==> src/rtl/display_bcd_scan.sv <==
// display_bcd_scan
//   Converts an unsigned binary word to NDIG decimal digits using sequential
//   shift-and-add-3 (double dabble), one input bit per clock, MSB first. It
//   then time-multiplexes the committed digits onto a common-segment
//   7-segment display.
//
// Ports
//   clkm     : system clock; all state changes on its rising edge
//   rst      : asynchronous active-high reset
//   dato     : [DATA_W-1:0] unsigned value to display
//   load     : one-cycle strobe; dato is accepted only while busy=0
//   busy     : conversion in progress (CONV or COMMIT)
//   done     : one-cycle pulse on the edge that commits new digits
//   overflow : committed value exceeds 10^NDIG-1 (all positions show "-")
//   an       : [NDIG-1:0] one-hot digit enable, an[0] = units
//   seg      : [7:0] segments {dp,g,f,e,d,c,b,a}; dp is never lit
module display_bcd_scan #(
   parameter int DATA_W     = 10,
   parameter int NDIG       = 4,
   parameter int SCAN_DIV   = 50000,
   parameter int BLANK_LZ   = 1,
   parameter int ACTIVE_LOW = 1
) (
   input  logic              clkm,
   input  logic              rst,
   input  logic [DATA_W-1:0] dato,
   input  logic              load,
   output logic              busy,
   output logic              done,
   output logic              overflow,
   output logic [NDIG-1:0]   an,
   output logic [7:0]        seg
);

   localparam int unsigned NBCD = NDIG + 1;          // display digits + guard digit
   localparam int          BW   = 4 * NDIG + 4;
   localparam int          CW   = $clog2(DATA_W + 1);
   localparam int          PW   = $clog2(SCAN_DIV);
   localparam int          IW   = (NDIG > 1) ? $clog2(NDIG) : 1;

   localparam logic [1:0] S_IDLE   = 2'd0;
   localparam logic [1:0] S_CONV   = 2'd1;
   localparam logic [1:0] S_COMMIT = 2'd2;

   logic [1:0]        state;
   logic [DATA_W-1:0] sr;
   logic [BW-1:0]     bcd;
   logic [BW-1:0]     adj;
   logic [BW-1:0]     bcd_next;
   logic              carry_out;
   logic              lost;
   logic [CW-1:0]     bit_cnt;
   logic [4*NDIG-1:0] digits;
   logic              ovf_q;

   logic [PW-1:0]     presc;
   logic [IW-1:0]     idx;
   logic [NDIG-1:0]   an_raw;
   logic [7:0]        seg_raw;
   logic [3:0]        cur_digit;
   logic              higher_nz;

   // One double-dabble step: add 3 to every digit >= 5, then shift in next bit.
   always_comb begin
      adj = bcd;
      for (int unsigned k = 0; k < NBCD; k++) begin
         if (adj[4*k +: 4] >= 4'd5) begin
            adj[4*k +: 4] = adj[4*k +: 4] + 4'd3;
         end
      end
      bcd_next  = {adj[BW-2:0], sr[DATA_W-1]};
      carry_out = adj[BW-1];
   end

   // Wide inputs with few digits can push a bit out of the guard digit. Such
   // a bit is remembered so that these cases are still flagged as overflow.
   always_ff @(posedge clkm or posedge rst) begin
      if (rst) begin
         state   <= S_IDLE;
         sr      <= '0;
         bcd     <= '0;
         lost    <= 1'b0;
         bit_cnt <= '0;
         digits  <= '0;
         ovf_q   <= 1'b0;
         done    <= 1'b0;
      end else begin
         done <= 1'b0;
         case (state)
            S_IDLE: begin
               if (load) begin
                  sr      <= dato;
                  bcd     <= '0;
                  lost    <= 1'b0;
                  bit_cnt <= '0;
                  state   <= S_CONV;
               end
            end
            S_CONV: begin
               sr      <= {sr[DATA_W-2:0], 1'b0};
               bcd     <= bcd_next;
               lost    <= lost | carry_out;
               bit_cnt <= bit_cnt + CW'(1);
               if (bit_cnt == CW'(DATA_W - 1)) begin
                  state <= S_COMMIT;
               end
            end
            S_COMMIT: begin
               digits <= bcd[4*NDIG-1:0];
               ovf_q  <= lost || (bcd[BW-1 -: 4] != 4'd0);
               done   <= 1'b1;
               state  <= S_IDLE;
            end
            default: state <= S_IDLE;
         endcase
      end
   end

   assign busy     = (state != S_IDLE);
   assign overflow = ovf_q;

   // Scan prescaler and digit index
   always_ff @(posedge clkm or posedge rst) begin
      if (rst) begin
         presc <= '0;
         idx   <= '0;
      end else if (presc == PW'(SCAN_DIV - 1)) begin
         presc <= '0;
         idx   <= (idx == IW'(NDIG - 1)) ? '0 : idx + IW'(1);
      end else begin
         presc <= presc + PW'(1);
      end
   end

   // higher_nz covers the current digit and every digit above it. A zero
   // digit is blanked only when that whole span is zero.
   always_comb begin
      cur_digit = '0;
      higher_nz = 1'b0;
      an_raw    = '0;
      for (int unsigned k = 0; k < NDIG; k++) begin
         if (IW'(k) == idx) begin
            cur_digit = digits[4*k +: 4];
            an_raw[k] = 1'b1;
         end
         if ((IW'(k) >= idx) && (digits[4*k +: 4] != 4'd0)) begin
            higher_nz = 1'b1;
         end
      end
      if (ovf_q) begin
         seg_raw = 8'h40;
      end else if ((BLANK_LZ != 0) && (idx != '0) && !higher_nz) begin
         seg_raw = 8'h00;
      end else begin
         case (cur_digit)
            4'd0:    seg_raw = 8'h3F;
            4'd1:    seg_raw = 8'h06;
            4'd2:    seg_raw = 8'h5B;
            4'd3:    seg_raw = 8'h4F;
            4'd4:    seg_raw = 8'h66;
            4'd5:    seg_raw = 8'h6D;
            4'd6:    seg_raw = 8'h7D;
            4'd7:    seg_raw = 8'h07;
            4'd8:    seg_raw = 8'h7F;
            4'd9:    seg_raw = 8'h6F;
            default: seg_raw = 8'h00;
         endcase
      end
   end

   // Output registers; the polarity is applied only here.
   always_ff @(posedge clkm or posedge rst) begin
      if (rst) begin
         an  <= (ACTIVE_LOW != 0) ? '1 : '0;
         seg <= (ACTIVE_LOW != 0) ? '1 : '0;
      end else begin
         an  <= (ACTIVE_LOW != 0) ? ~an_raw  : an_raw;
         seg <= (ACTIVE_LOW != 0) ? ~seg_raw : seg_raw;
      end
   end

endmodule

==> config.mk <==
export PLATFORM = sky130hd
export DESIGN_NAME = display_bcd_scan
export DESIGN_NICKNAME = d
export VERILOG_FILES = /design/src/rtl/display_bcd_scan.sv
export SDC_FILE = /design/constraint.sdc
export NUM_CORES = 1
export LEC_CHECK = 0
export ABC_AREA = 1
export CORE_MARGIN = 1
export CORE_UTILIZATION = 68
export CTS_CLUSTER_SIZE = 24
export DETAILED_ROUTE_END_ITERATION = 12
export DONT_BUFFER_PORTS = 1
export GPL_ROUTABILITY_DRIVEN = 0
export PLACE_DENSITY = 0.84
export SLEW_MARGIN = 20
export SYNTH_ARGS = -nofsm -noshare
export SYNTH_HDL_FRONTEND = slang
export SYNTH_SLANG_ARGS = --single-unit
==> constraint.sdc <==
create_clock -name clkm -period 4.7 [get_ports clkm]
set_input_delay 0.94 -clock clkm [delete_from_list [all_inputs] [get_ports clkm]]
set_output_delay 0.94 -clock clkm [all_outputs]
set_load 0.05 [all_outputs]
==> metrics.csv, run 1 <==
metric;value;unit
status;complete, no violations;
CTS tree;yes;
Slew Limit Fails;0;
post-synthesis sequential area ratio;0.490;
min-delay src;presc[0];
DR iter-0 viols;168;
Buffers on Ports;0;
switching share of power;0.419;
Via Count;3339;
max-cap violation count;0;
worst rel slew slack;0.407;
crit path capture type;register;
ant diodes;0;
Worst EP arrival;2.74;ns
postcts setup bufs;0;
worst setup path class;in -> reg;
first-pass GRT wire length;14.1;mm
Async SR Flop Fraction;1.00;
peak supply drop;0.522;mV
drt total wl;8.25;mm
CORE AREA;6030;sq um
hold_buf cts;0;
worst setup margin;2.15;ns
endpoints failing hold;0;
initial core utilization;0.717;
Worst Setup Start Kind;input pin;
worst clock skew;0.00946;ns
dpl ws;1.82;ns
slowest CP cell;nor2_1;
actual slew at the worst max-slew pin;0.889;ns
worst path cell trace;nand2_1, nor2_1, nor2_1, inv_1, o221ai_1;
Achievable Freq;392;MHz
Crit Path Max Fanout;23;
Worst Hold Slack;0.478;ns
Final Setup Violations;0;
most frequent cells in the layout;nand2_1, inv_1, dfrtp_1;
Num CTS Buffers;9;
R2R setup slack;2.24;ns
setup TNS;0;ns
residual DRC count;0;
Pint;1.66;mW
number of global-route vias before repair;3234;
CP Data Required Time;4.89;ns
min Tclk post-route;2.55;ns
RSZ-0062 raised after global routing;false;
initial antenna violation count;0;
reg2reg end;sr[8];
P_sw;1.19;mW
reg-to-reg startpoint;state[1];
drt via density;5.76;
worst hold path type;reg -> reg;
CP dominant cell by count;nor2_1;
count of cell types in the netlist;41;
Rows;28;
DPL Wire Length;5.62;mm
ys flop type;dfrtp_1;
I/O Pins;28;
register bit count reported by yosys;84;
syn_nets;537;
Chip Width;81.7;um
Tcrit/Tclk final;0.542;
Hold Path Stages;1;
share of cells above drive strength 1;0.0990;
CTS sink count;84;
number of synthesized flops with an enable pin;0;
clock-pin slew on the worst setup and hold paths;0.08;ns
die area;6670;sq um
overall routing resource usage;0.278;
post-synthesis instance area;4320;sq um
pin count of the biggest net entering global routing;56;
drt first pass iters;5;
total grt overflow;0;
clock latency on the worst-skew pair;0.35;ns
clock power share;0.195;
yosys synthesis warning count;0;
CTS H-tree depth;3;
CP max stage delay;0.60;ns
Mean Syn Cell Area;8.64;sq um
ANT nets after route;0;
Final Net Count;537;
DR WL/cell;14.2;um
clk root buf;clkbuf_8;
commonest non-fill, non-tap cell in the layout;nand2_1;
WHS Endpoint;presc[0];
Leakage;2.28;nW
Syn Inst Count;500;
sequential share of power;0.445;
CTS resizes;0;
area delta synth->final;6.26;%
CTS Buffer Depth;2;
Cell Pwr Density;621;nW/um^2
reg2reg path depth;6;
chip height;81.7;um
Gate power share;0.360;
## synthesized netlist by cell type (all sizes together), types with 2 or more instances
library cell,count,area [sq um]
a21oi,22,110
a31oi,2,12.5
buf,8,42.5
clkbuf,5,18.8
dfrtp,73,1830
dfstp,11,289
ha,24,300
inv,77,289
nand2,93,382
nand3,30,160
nand4,8,50.1
nor2,40,160
nor3,8,50.1
nor4,3,18.8
o211ai,5,37.5
o21ai,53,265
o22ai,8,50.1
o32ai,5,43.8
or2,3,18.8
xor2,11,96.3
## per-stage QoR
step / util / std cells / area [sq um] / power, mW
after floorplan: - / 500 / 4320 / 2.06
after global placement: 0.725 / 564 / 4370 / 2.21
after detailed placement: 0.725 / 564 / 4370 / 2.28
after CTS: 0.762 / 580 / 4590 / 2.85
after global routing: 0.762 / 580 / 4590 / 3.07
final: 0.762 / 580 / 4590 / 2.85
## cell families after synthesis
group,after synthesis,share of synthesized area
simple gates,187,0.198
compound gates,101,0.134
buf+inv,90,0.0811
flops,84,0.490
fa+ha+maj,24,0.0695
xor+xnor,12,0.0243
other cells,1,0.000868
mux,1,0.00232
## worst max-delay path by stage
stage	depth (start not counted)	slack (ns)	startpoint	end
after floorplan	1	1.61	rst	bcd[0]
after global placement	5	1.89	load	sr[8]
after detailed placement	5	1.82	load	sr[8]
after CTS	5	2.17	load	bcd[0]
after global routing	5	1.91	load	bcd[2]
final	5	2.15	load	sr[8]
## cell type report
class	instances	area [sq um]
Inverter	77	290
Sequential cell	84	2120
Clock inverter	3	42.5
Timing Repair Buffer	2	15.0
Tap cell	75	93.8
Fill cell	427	1440
Clock buffer	13	179
Multi-Input combinational cell	326	1850
## power groups by stage
stage               Clock [mW]  Sequential (mW)  Combinational, mW
floorplan                    0             1.24              0.818
finish                   0.556             1.27               1.03
global route             0.588             1.30               1.18
global placement             0             1.27              0.943
detailed placement           0             1.28               1.00
CTS                      0.557             1.27               1.02
## per-layer routing
layer | track usage | up-vias | share of wire
li1 | - | 1630 | -
met1 | 0.356 | 1622 | 0.46
met2 | 0.468 | 71 | 0.49
met3 | 0.0422 | 16 | 0.032
met4 | 0.123 | 0 | 0.017
met5 | 0 | - | 0
## sequential cells by signal, indices dropped and copies added (netlist names)
register  count
presc        16
sr           10
digits       16
done          1
overflow      1
bcd          20
an            4
seg           7
state         2
bit_cnt       4
idx           2
lost          1
## critical path: cells and delay by family
| kind | cells | cell delay (ns) |
|---|---|---|
| buffers and inverters | 1 | 0.58 |
| AND/OR/NAND/NOR | 3 | 1.03 |
| AO/OA/AOI/OAI | 1 | 0.19 |
Power figures use the tool's default switching activity.
==> run 2: changes to the inputs <==
--- a/config.mk
+++ b/config.mk
@@ -7,12 +7,12 @@
 export LEC_CHECK = 0
 export ABC_AREA = 1
 export CORE_MARGIN = 1
-export CORE_UTILIZATION = 68
+export CORE_UTILIZATION = 57
 export CTS_CLUSTER_SIZE = 24
 export DETAILED_ROUTE_END_ITERATION = 12
 export DONT_BUFFER_PORTS = 1
 export GPL_ROUTABILITY_DRIVEN = 0
-export PLACE_DENSITY = 0.84
+export PLACE_DENSITY = 0.75
 export SLEW_MARGIN = 20
 export SYNTH_ARGS = -nofsm -noshare
 export SYNTH_HDL_FRONTEND = slang
==> constraint.sdc (replaced) <==
create_clock -name clkm -period 2.3 [get_ports clkm]
set_input_delay 0.46 -clock clkm [delete_from_list [all_inputs] [get_ports clkm]]
set_output_delay 0.46 -clock clkm [all_outputs]
set_load 0.05 [all_outputs]
==> run 2 against run 1 <==
- final cell count up 5.0%
- global-route usage down 5.5 points
- clock power up 71%
- setup slack worse by 2.0 ns
- wire length down 3.9%
- sequential power up 100%
- register-to-register slack worse by 2.0 ns
- sequential share of layout area down 0.46 points
- sequential cell count unchanged
- power up 97%
- design area up 1.0%
- first-iteration DRC count up 26%
- critical path type is now reg -> reg
- largest cell class unchanged
==> metrics.csv, run 2 (synthesized netlist as in run 1, its figures left out) <==
metric;value;unit;change
status;complete, no violations;;
overall routing resource usage;0.223;;-0.0548
Final Net Count;542;;+0.93%
Worst EP arrival;2.39;ns;-0.35 ns
actual slew at the worst max-slew pin;0.719;ns;-0.170 ns
Tcrit/Tclk final;0.915;;
clk root buf;clkbuf_8;;
CTS H-tree depth;3;;unchanged
initial antenna violation count;0;;unchanged
max-cap violation count;0;;unchanged
top flop regs;bcd x20, digits x16, presc x16;;
min Tclk post-route;2.11;ns;
worst clock skew;0.00900;ns;-0.000463 ns
area of all placed cells without fillers;4640;sq um;+1.0%
reg2reg path depth;11;;+5
drt total wl;7.93;mm;-3.9%
CP Data Required Time;2.59;ns;-2.30 ns
CTS Buffer Depth;2;;unchanged
Cell Pwr Density;1210;nW/um^2;+95%
dpl cell area;4450;sq um;+1.9%
Leakage;2.28;nW;-0.26%
CORE AREA;7290;sq um;+21%
Chip Width;89.1;um;+9.0%
clock latency on the worst-skew pair;0.35;ns;about the same
Rows;31;;+11%
Buffers on Ports;0;;unchanged
residual DRC count;0;;unchanged
Achievable Freq;475;MHz;
total grt overflow;0;;unchanged
initial core utilization;0.592;;-0.124
DR iter-0 viols;211;;+26%
I/O Pins;28;;unchanged
DPL Wire Length;5.85;mm;+3.9%
CTS sink count;84;;unchanged
RSZ-0062 raised after global routing;false;;
Slew Limit Fails;0;;unchanged
area delta synth->final;7.33;%;
chip height;89.1;um;+9.0%
worst rel slew slack;0.520;;+0.113
first-pass GRT wire length;13.7;mm;-3.1%
drt first pass iters;4;;-1
die area;7930;sq um;+19%
ANT nets after route;0;;unchanged
most frequent cells in the layout;nand2_1, inv_1, dfrtp_1;;
largest register by flop count;bcd;;
endpoints failing hold;0;;unchanged
setup TNS;0;ns;unchanged
pin count of the biggest net entering global routing;42;;-25%
worst setup path class;reg -> reg;;
DR WL/cell;13.0;um;-8.5%
commonest non-fill, non-tap cell in the layout;nand2_1;;
number of global-route vias before repair;3142;;-2.8%
drt via density;5.35;;-7.0%
worst hold path type;in -> async;;
Final Setup Violations;0;;unchanged
Via Count;3260;;-2.4%
max FFs per register;20;;unchanged
crit path capture type;register;;
ant diodes;0;;unchanged
Num CTS Buffers;9;;unchanged
peak supply drop;0.714;mV;+37%
clock-pin slew on the worst setup and hold paths;0.09;ns;about the same
CTS tree;yes;;
share of cells above drive strength 1;0.110;;+0.0108
Crit Path Max Fanout;7;;-70%
Worst Setup Start Kind;register;;
-- run 2: cell count changes in the layout (fill, tap and decap cells not counted), sizes merged --
cell	change
clkbuf	-3
clkinv	-1
buf	+5
inv	+2
clkinvlp	+3
bufinv	-1
-- run 2: stage by stage --
step | power (mW) | utilization | instances | setup slack [ns] | hold WS [ns]
finish | 5.62 | 0.636 | 609 | 0.194 | 0.0727
global route | 6.11 | 0.636 | 609 | 0.00767 | 0.116
CTS | 5.65 | 0.635 | 609 | 0.0439 | 0.0817
detailed placement | 4.69 | 0.610 | 593 | 0.0659 | 0.452
global placement | 4.60 | 0.610 | 593 | 0.154 | 0.448
floorplan | 4.20 | - | 500 | 0.269 | 0.433
-- run 2: per-layer routing --
layer  GRT usage  share of wire  vias up
met5           0              0        -
met4      0.0895          0.014        0
met3      0.0406          0.036        6
met2       0.387           0.48       62
met1       0.278           0.47     1553
li1            -              -     1639
-- run 2: power breakdown --
| group | leakage (nW) | internal, mW | switching (mW) |
|---|---|---|---|
| clock | 0.0795 | 0.402 | 0.548 |
| combinational | 1.14 | 0.773 | 1.30 |
| sequential | 1.05 | 2.02 | 0.577 |
-- run 2: what timing repair did --
item | CTS | global route
resized for setup | 0 | 2
endpoints found under the setup margin | 0 | 4
setup buffers | 0 | 0
hold buffers | 0 | 0
-- run 2: worst paths after layout --
| check | startpoint | to | slack [ns] |
|---|---|---|---|
| setup / recovery | idx[1] | seg[3] | 0.19 |
| max in group asynchronous | rst | an[1] | 1.55 |
| min in group clkm | dato[4] | sr[4] | 0.24 |
| hold / removal | rst | bcd[6] | 0.07 |
| hold reg to reg | presc[0] | presc[0] | 0.46 |
| setup reg to reg | idx[1] | seg[3] | 0.19 |
-- run 2: final cells by class --
type                            instances  area (sq um)
Clock buffer                           10           128
Clock inverter                          6          48.8
Fill cell                             644          2660
Inverter                               77           293
Multi-Input combinational cell        326          1860
Sequential cell                        84          2120
Tap cell                               99           124
Timing Repair Buffer                    7          65.1
-- run 2: critical path, cell delays in order (launching register included) --
cell	delay, ns
dfrtp_1	0.42
inv_1	0.12
ha_1	0.29
inv_2	0.10
nand3_2	0.08
nand2_2	0.07
a21boi_4	0.22
inv_1	0.09
ha_1	0.28
or2_1	0.24
nand3_1	0.08
nand2_1	0.05
